### src/rtl/uart_pkg.sv
// uart_pkg: shared constants for the UART arbiter and dispatcher blocks.
package uart_pkg;
  localparam int BYTE_W = 8;
  localparam logic [1:0] ST_ARB = 2'd0;
  localparam logic [1:0] ST_ISSUE = 2'd1;
  localparam logic [1:0] ST_WAIT_BUSY = 2'd2;
  localparam logic [1:0] ST_WAIT_DONE = 2'd3;
  typedef logic [BYTE_W-1:0] byte_t;
  function automatic int owner_w(input int n);
    return n > 1 ? $clog2(n) : 1;
  endfunction
endpackage

### src/rtl/uart_tx_arb_if.sv
// uart_tx_arb_if: requester-side and serializer-side signals of the UART TX arbiter.
interface uart_tx_arb_if import uart_pkg::*; #(parameter int NUM_REQ = 4);
  logic [NUM_REQ-1:0] i_ReqValid;
  logic [BYTE_W*NUM_REQ-1:0] i_ReqByte;
  logic [NUM_REQ-1:0] i_ReqLast;
  logic [NUM_REQ-1:0] o_ReqReady;
  logic o_TxValid;
  logic [BYTE_W-1:0] o_TxByte;
  logic i_TxDone;
  logic o_Busy;
  logic [owner_w(NUM_REQ)-1:0] o_Owner;
  logic o_LockTimeout;
  modport master (
    input i_ReqValid, i_ReqByte, i_ReqLast, i_TxDone,
    output o_ReqReady, o_TxValid, o_TxByte, o_Busy, o_Owner, o_LockTimeout
  );
  modport slave (
    output i_ReqValid, i_ReqByte, i_ReqLast, i_TxDone,
    input o_ReqReady, o_TxValid, o_TxByte, o_Busy, o_Owner, o_LockTimeout
  );
endinterface

### src/rtl/rr_pick.sv
// rr_pick: combinational rotate-priority picker, first set request at or after ptr.
module rr_pick import uart_pkg::*; #(
  parameter int N = 4,
  localparam int IW = owner_w(N)
) (
  input logic [N-1:0] req,
  input logic [IW-1:0] ptr,
  output logic found,
  output logic [IW-1:0] idx
);
  function automatic logic [IW-1:0] slot(input logic [IW-1:0] p, input int i);
    return IW'((int'(p) + i) % N);
  endfunction
  // scanned farthest-first so the nearest hit to ptr is the one that sticks
  always_comb begin
    found = 1'b0;
    idx = '0;
    for (int i = N - 1; i >= 0; i--)
      if (req[slot(ptr, i)]) begin
        found = 1'b1;
        idx = slot(ptr, i);
      end
  end
endmodule

### src/rtl/uart_tx_arb.sv
// uart_tx_arb: round-robin arbiter sharing one uart_tx serializer among NUM_REQ byte
// producers, with an optional per-message lock and a stall timeout on that lock.
module uart_tx_arb import uart_pkg::*; #(
  parameter int NUM_REQ = 4,
  parameter int LOCK_TIMEOUT = 1024
) (
  input logic i_SysClock,
  input logic i_Reset,
  uart_tx_arb_if.master bus
);
  localparam int OW = owner_w(NUM_REQ);
  localparam int CW = LOCK_TIMEOUT > 1 ? $clog2(LOCK_TIMEOUT) : 1;
  logic [1:0] state;
  logic [OW-1:0] rr_ptr, owner, pick_idx, cand, nxt;
  logic lock, pick_found, cand_ok, grant, stall, lock_to;
  logic [CW-1:0] lock_cnt;
  byte_t tx_byte;
  logic [NUM_REQ-1:0][BYTE_W-1:0] bytes;
  rr_pick #(.N(NUM_REQ)) u_pick (
    .req(bus.i_ReqValid),
    .ptr(rr_ptr),
    .found(pick_found),
    .idx(pick_idx)
  );
  assign bytes = bus.i_ReqByte;
  assign cand = lock ? owner : pick_idx;
  assign cand_ok = lock ? bus.i_ReqValid[owner] : pick_found;
  assign grant = state == ST_ARB && bus.i_TxDone && cand_ok;
  assign stall = state == ST_ARB && lock && !bus.i_ReqValid[owner] && LOCK_TIMEOUT != 0;
  assign nxt = owner == OW'(NUM_REQ - 1) ? '0 : owner + 1'b1;
  assign bus.o_ReqReady = grant ? NUM_REQ'(1) << cand : '0;
  assign bus.o_TxValid = state == ST_ISSUE;
  assign bus.o_TxByte = tx_byte;
  assign bus.o_Busy = state != ST_ARB;
  assign bus.o_Owner = owner;
  assign bus.o_LockTimeout = lock_to;
  // tx_byte is only written in ARB, so it stays put for the whole serializer frame
  always_ff @(posedge i_SysClock) begin
    if (i_Reset) begin
      state <= ST_ARB;
      rr_ptr <= '0;
      owner <= '0;
      lock <= 1'b0;
      tx_byte <= '0;
      lock_cnt <= '0;
      lock_to <= 1'b0;
    end else begin
      lock_to <= 1'b0;
      case (state)
        ST_ARB:
          if (grant) begin
            tx_byte <= bytes[cand];
            owner <= cand;
            lock <= ~bus.i_ReqLast[cand];
            lock_cnt <= '0;
            state <= ST_ISSUE;
          end else if (stall) begin
            if (lock_cnt == CW'(LOCK_TIMEOUT - 1)) begin
              lock <= 1'b0;
              rr_ptr <= nxt;
              lock_cnt <= '0;
              lock_to <= 1'b1;
            end else
              lock_cnt <= lock_cnt + 1'b1;
          end
        ST_ISSUE: state <= ST_WAIT_BUSY;
        ST_WAIT_BUSY: state <= bus.i_TxDone ? ST_WAIT_BUSY : ST_WAIT_DONE;
        default:
          if (bus.i_TxDone) begin
            state <= ST_ARB;
            rr_ptr <= lock ? rr_ptr : nxt;
          end
      endcase
    end
  end
endmodule

### src/flat_wrapper.sv
// flat-port wrapper written by rule: the top's interface ports become plain ports
module uart_tx_arb_flat import uart_pkg::*;
#(
  parameter int NUM_REQ = 4,
  parameter int LOCK_TIMEOUT = 1024
)
  (i_SysClock, i_Reset, bus_i_ReqValid, bus_i_ReqByte, bus_i_ReqLast, bus_i_TxDone, bus_o_ReqReady, bus_o_TxValid, bus_o_TxByte, bus_o_Busy, bus_o_Owner, bus_o_LockTimeout);
  uart_tx_arb_if #(.NUM_REQ(NUM_REQ)) bus_i ();
  input logic i_SysClock;
  input logic i_Reset;
  input wire logic [$bits(bus_i.i_ReqValid)-1:0] bus_i_ReqValid;
  input wire logic [$bits(bus_i.i_ReqByte)-1:0] bus_i_ReqByte;
  input wire logic [$bits(bus_i.i_ReqLast)-1:0] bus_i_ReqLast;
  input wire logic [$bits(bus_i.i_TxDone)-1:0] bus_i_TxDone;
  output wire logic [$bits(bus_i.o_ReqReady)-1:0] bus_o_ReqReady;
  output wire logic [$bits(bus_i.o_TxValid)-1:0] bus_o_TxValid;
  output wire logic [$bits(bus_i.o_TxByte)-1:0] bus_o_TxByte;
  output wire logic [$bits(bus_i.o_Busy)-1:0] bus_o_Busy;
  output wire logic [$bits(bus_i.o_Owner)-1:0] bus_o_Owner;
  output wire logic [$bits(bus_i.o_LockTimeout)-1:0] bus_o_LockTimeout;
  assign bus_i.i_ReqValid = bus_i_ReqValid;
  assign bus_i.i_ReqByte = bus_i_ReqByte;
  assign bus_i.i_ReqLast = bus_i_ReqLast;
  assign bus_i.i_TxDone = bus_i_TxDone;
  assign bus_o_ReqReady = bus_i.o_ReqReady;
  assign bus_o_TxValid = bus_i.o_TxValid;
  assign bus_o_TxByte = bus_i.o_TxByte;
  assign bus_o_Busy = bus_i.o_Busy;
  assign bus_o_Owner = bus_i.o_Owner;
  assign bus_o_LockTimeout = bus_i.o_LockTimeout;
  uart_tx_arb #(.NUM_REQ(NUM_REQ), .LOCK_TIMEOUT(LOCK_TIMEOUT)) u_core (.i_SysClock(i_SysClock), .i_Reset(i_Reset), .bus(bus_i));
endmodule
### config.mk
export PLATFORM = sky130hd
export DESIGN_NAME = uart_tx_arb_flat
export DESIGN_NICKNAME = d
export VERILOG_FILES = /design/src/rtl/uart_pkg.sv /design/src/rtl/uart_tx_arb_if.sv /design/src/rtl/rr_pick.sv /design/src/rtl/uart_tx_arb.sv /design/src/flat_wrapper.sv
export SDC_FILE = /design/constraint.sdc
export NUM_CORES = 1
export LEC_CHECK = 0
export CAP_MARGIN = 5
export CORE_AREA = 2 2 81 83
export DETAILED_ROUTE_END_ITERATION = 10
export DIE_AREA = 0 0 83 85
export SETUP_SLACK_MARGIN = 0.3
export SLEW_MARGIN = 20
export SYNTH_ARGS = -nofsm -noshare
export SYNTH_HDL_FRONTEND = slang
export SYNTH_SLANG_ARGS = --single-unit
export TNS_END_PERCENT = 1
### constraint.sdc
create_clock -name i_SysClock -period 2.5 [get_ports i_SysClock]
set_clock_uncertainty 0.15 [all_clocks]
set_input_delay 0.5 -clock i_SysClock [delete_from_list [all_inputs] [get_ports i_SysClock]]
set_output_delay 0.5 -clock i_SysClock [all_outputs]
set_load 0.05 [all_outputs]
# == After elaboration in Yosys (flattened, before gate mapping) ==
# Cells that the tools add are included.
# word_totals
input_bits,43
reg_bits,26
wordCells,93
output_inout_bits,17
# op_classes
reduce_logical,18
muxes,43
eq_ne,9
shift,1
n_bitwise,4
n_addsub,5
order_cmp,6
# op_table
op,n
10-bit two-way mux,3
2-bit two-way mux,13
2-bit by 3-bit less-than comparator with 1-bit output (second input constant),6
8-bit binary-select mux with 2-bit select,1
1-bit two-way mux,16
1-bit binary-select mux with 2-bit select,6
10-bit by 1-bit adder with 10-bit output (second input constant),1
10-bit == test (second input constant),1
8-bit two-way mux,1
2-bit nonzero test,4
2-bit != test (second input constant),3
2-bit case mux with 3 select lines,1
2-bit AND reduction,3
6-bit AND reduction,1
2-bit by 1-bit adder with 2-bit output (second input constant),2
2-bit adder (second input constant),2
2-bit == test (second input constant),2
1-bit logical AND,4
4-bit two-way mux,1
2-bit by 1-bit != test with 1-bit output (second input constant),2
1-bit NOT,4
2-bit case mux with 2 select lines,1
4-bit nonzero test,1
4-bit OR reduction,1
other kinds (6),6

# == Depth between registers and ports, before layout ==
# logic_depth
ltp_word,12
depth_mapped,8
mapped_depth_nobuf,7

# == Modules after synthesis ==
# Synthesis repeated with hierarchy kept, for this count alone.
# hier_totals
hier_cells,177
hier_area_um2,1632.8
# modules_own_cells
module,cells_per_inst,seq_area_each_um2,area_per_inst_um2,instances
uart_tx_arb,164,520.5,1555.2,1
rr_pick,13,0.0,77.6,1

# == Worst setup path after synthesis ==
# No wires, ideal clock.
# synth_timing
path_kind,flip-flop to output port
start,"reg u_core.owner[1], in the netlist u_core.bus.o_Owner[1]"
end,out bus_o_ReqReady[0]
arrival_ns,2.333
stages_incl_launch_ff,7
setup_slack_ns,-0.483
required_ns,1.850
path_cell_list,dfxtp_1 > mux4_2 > nor2_4 > nor3b_2 > buf_2 > nand2_1 > nor2_1
# synth_via
elab_chain_cells,5
word_cells_on_any_way,7
# synth_rtl
item,line_no,rtl
from (decl),uart_tx_arb.sv:14,"logic [OW-1:0] rr_ptr, owner, pick_idx, cand, nxt;"
from (signal assigned),uart_tx_arb.sv:53,owner <= cand;
1-bit binary-select mux with 2-bit select,uart_tx_arb.sv:27,assign cand_ok = lock ? bus.i_ReqValid[owner] : pick_found;
1-bit two-way mux (not written as such),uart_tx_arb.sv:27,
1-bit two-way mux,uart_tx_arb.sv:27,
1-bit logical AND,uart_tx_arb.sv:28,assign grant = state == ST_ARB && bus.i_TxDone && cand_ok;
4-bit two-way mux (*),uart_tx_arb.sv:31,assign bus.o_ReqReady = grant ? NUM_REQ'(1) << cand : '0;
to (decl),flat_wrapper.sv:15,output wire logic [$bits(bus_i.o_ReqReady)-1:0] bus_o_ReqReady;
# Mark *: on every way between the ends. The rest lies on a longest branch, timed or not. The select of a mux whose other input is x is not followed.

# == Worst setup path in the final report ==
# layout_timing
start,reg u_core.lock
end,out bus_o_ReqReady[0]
# layout_via
elab_chain_cells,3
word_cells_on_any_way,5
# layout_rtl
item,line_no,rtl
from (decl),uart_tx_arb.sv:15,"logic lock, pick_found, cand_ok, grant, stall, lock_to;"
from (signal assigned),uart_tx_arb.sv:54,lock <= ~bus.i_ReqLast[cand];
2-bit two-way mux or 1-bit two-way mux (tied branches),"uart_tx_arb.sv:26, uart_tx_arb.sv:27",
1-bit by 2-bit left shift with 4-bit output or 1-bit logical AND (tied branches),"uart_tx_arb.sv:31, uart_tx_arb.sv:28",
4-bit two-way mux (*),uart_tx_arb.sv:31,
# Mark *: on every way between the ends. The rest lies on a longest branch, timed or not.

==> results_dict.tcl <==
set metrics [dict create \
    holdBufCountCts 0 \
    fmax_ghz 0.417 \
    synth_ff_type "dfxtp_1" \
    synth_top_area_share_pct 28.7 \
    hold_viol_final 0 \
    ios 60 \
    seqCellArea_um2 534 \
    port_buffers 59 \
    rows 29 \
    die_h_um 85 \
    yosys.area.top_type "dfxtp_1" \
    multi_input_area_um2 1350 \
    dp.cells 373 \
    ys_top_cells_by_area "dfxtp_1 (29%), nor2_1 (5.4%), o211a_1 (4.4%)" \
    remaining_drc_errors 0 \
    hold_path_class "register to register" \
    area_growth_pct 64.5 \
    slew_headroom_pct 66.4 \
    start_util_pct 29.3 \
    syn-cell-area_um2 1820 \
    worstSetupPathType "register to output pin" \
    grt_first_pass_wirelength_um 9850 \
    cp-start-kind "register" \
    worstPathArrival_ps 1750 \
    fp.dieW_um 83 \
    grt_usage_pct 16.5 \
    period_share_pct 96.0 \
    endpoint "bus_o_ReqReady[0]" \
    fp.coreArea_um2 6200 \
    dieArea_um2 7060 \
    cap_violations 0 \
    vdd_drop_max_mv 0.379 \
    r2r-start "u_core.bus.o_Owner[1]$_SDFFE_PP0P_" \
    antenna_found_initial 0 \
    cts_buffer_depth 2 \
    cts_max_level 1 \
    synth_cell_types 44 \
    place_ws_ps -389 \
    startpoint "u_core.lock$_SDFFE_PP0P_" \
    powerDensity_nw_per_um2 1120 \
    outcome "finished clean" \
    setup_viol 0 \
    synth_edf_count 0 \
    num-nets-final 358 \
    clk_pin_slew_ps 90 \
    synth_async_sr_flop_share_pct 0 \
    gp_congestion 0.823 \
    antenna_left 0 \
    cp.required_ps 1850 \
    tightestPinTransition_ps 502 \
    cts_root_buf "clkbuf_8" \
    path_max_fanout 3 \
    ys_seq_elements 26 \
    period_needed_ps 2400 \
    num_vias 1947 \
    drive_gt1_share_pct 28.7 \
    finalNonFillerCells 384 \
    dpl.hpwl_um 4430 \
    cts_sinks 26 \
    rr_endpoint "u_core.rr_ptr[1]$_SDFFE_PP0P_" \
    firstDrtPassIters 4 \
    drv_slew 0 \
    syn-num-nets 270 \
    yosys_warnings 0 \
    rsz0062_at_grt "yes" \
    cts_made_buffers 3 \
    initialDrtViolationCount 69 \
    syn_inst 221 \
    routed_wl_um 5560 \
    viasPerCell 5.07 \
    synthTopCellsByCount "dfxtp_1 (26), nor2_1 (26), nand2_1 (12), nand2b_1 (12)" \
    seq_area_frac_synth_pct 28.7 \
    grt_max_degree 18 \
    r2r_slack_ps 200 \
    final.setup.worst_slack_ps 99.0 \
    num_antenna_cells 0 \
    grt_overflow 0 \
    grt_pass1_vias 2093 \
    routedWlPerCell_um 14.5 \
    cts_tree "built" \
    worstSkewPairLatency_ps 260 \
    fillers 570 \
    r2r_cells 7 \
    p_leak_uw 0.00120 \
    avgSynthCellArea_um2 8.22 \
    cp-end-kind "output pin" \
]
[worst min-delay path by stage]
stage / start / endpoint / depth (start not counted)
6_report: u_core.bus.o_TxByte[7]$_SDFFE_PP0P_ / u_core.bus.o_TxByte[7]$_SDFFE_PP0P_ / 2
3_5_place_dp: u_core.bus.o_TxByte[1]$_SDFFE_PP0P_ / u_core.bus.o_TxByte[1]$_SDFFE_PP0P_ / 2
4_1_cts: u_core.bus.o_TxByte[1]$_SDFFE_PP0P_ / u_core.bus.o_TxByte[1]$_SDFFE_PP0P_ / 2
3_3_place_gp: u_core.bus.o_TxByte[7]$_SDFFE_PP0P_ / u_core.bus.o_TxByte[7]$_SDFFE_PP0P_ / 2
2_1_floorplan: u_core.lock_cnt[9]$_SDFFE_PP0P_ / u_core.lock_cnt[9]$_SDFFE_PP0P_ / 2
5_1_grt: u_core.bus.o_TxByte[7]$_SDFFE_PP0P_ / u_core.bus.o_TxByte[7]$_SDFFE_PP0P_ / 2
[registers in the layout, indices dropped and copies added (netlist names)]
signal	flops
u_core.lock	1
u_core.state	2
u_core.bus.o_Owner	2
u_core.bus.o_TxByte	8
u_core.lock_cnt	10
u_core.rr_ptr	2
u_core.bus.o_LockTimeout	1
[timing repair]
item / in CTS / in global routing
gates cloned: 0 / 0
buffers inserted: 8 / 0
pin swaps: 13 / 5
resized for setup: 36 / 1
endpoints found under the hold margin: 0 / 0
endpoints found under the setup margin: 30 / 28
[per-stage QoR]
stage	power, µW	instance area, µm²	hold slack, ps	util [%]	setup TNS, ps
floorplan	2200	1990	326	-	0
global placement	2980	2850	334	45.9	-6740
global route	3610	2990	375	48.2	0
detailed placement	2990	2850	333	45.9	-7570
finish	3360	2990	344	48.2	0
CTS	3370	2990	344	48.1	0
[kinds of logic after synthesis]
family | count (synthesis) | synth area share (%)
fa+ha+maj | 6 | 4.13
mux | 5 | 3.44
compound gates | 63 | 28.8
flops | 26 | 28.7
xor+xnor | 9 | 4.34
simple gates | 88 | 25.1
buf+inv | 24 | 5.51
[area by class of cell]
type                            instances  share of cell area, %
Clock buffer                            3                   1.38
Inverter                                8                   1.21
Multi-Input combinational cell        171                   45.3
Sequential cell                        26                   17.9
Tap cell                               77                   3.22
Timing Repair Buffer                   99                   31.0
[metal layers]
metal  track usage, %  up-vias  share of wire, %
li1                 -     1007                 -
met4             2.53        0              0.34
met3             3.02        2               4.2
met2             29.3       35                49
met1             21.2      903                47
met5                0        -                 0
[critical path: stages, from the launching register on]
cell and delay [ps]:
dfxtp_4 360, or2_4 250, buf_4 140, a221oi_4 250, nor3_4 70, buf_4 150
nor2_4 120, buf_12 140
[power breakdown]
part / total, µW / switching (µW) / internal (µW)
Clock: 226 / 119 / 108
Combinational: 2500 / 1390 / 1110
Sequential: 629 / 94.0 / 535
Total: 3360 / 1610 / 1750
[cells in the final DEF (no fill, tap or decap), drive strengths merged, types with 2 or more instances in the layout]
cell type / n
dfxtp: 26
and3: 4
o22ai: 8
o211a: 8
clkbuf: 3
buf: 49
xnor2: 8
a21oi: 5
nand2b: 12
nor2b: 2
nor3: 10
clkdlybuf4s50: 49
o31ai: 9
nand2: 12
a311oi: 8
mux2i: 4
inv: 7
o21ai: 4
o21bai: 2
ha: 6
a211oi: 9
nand4: 11
or2: 2
nand3: 5
nor2: 27
Note: power is estimated with default switching activity, not from simulation.
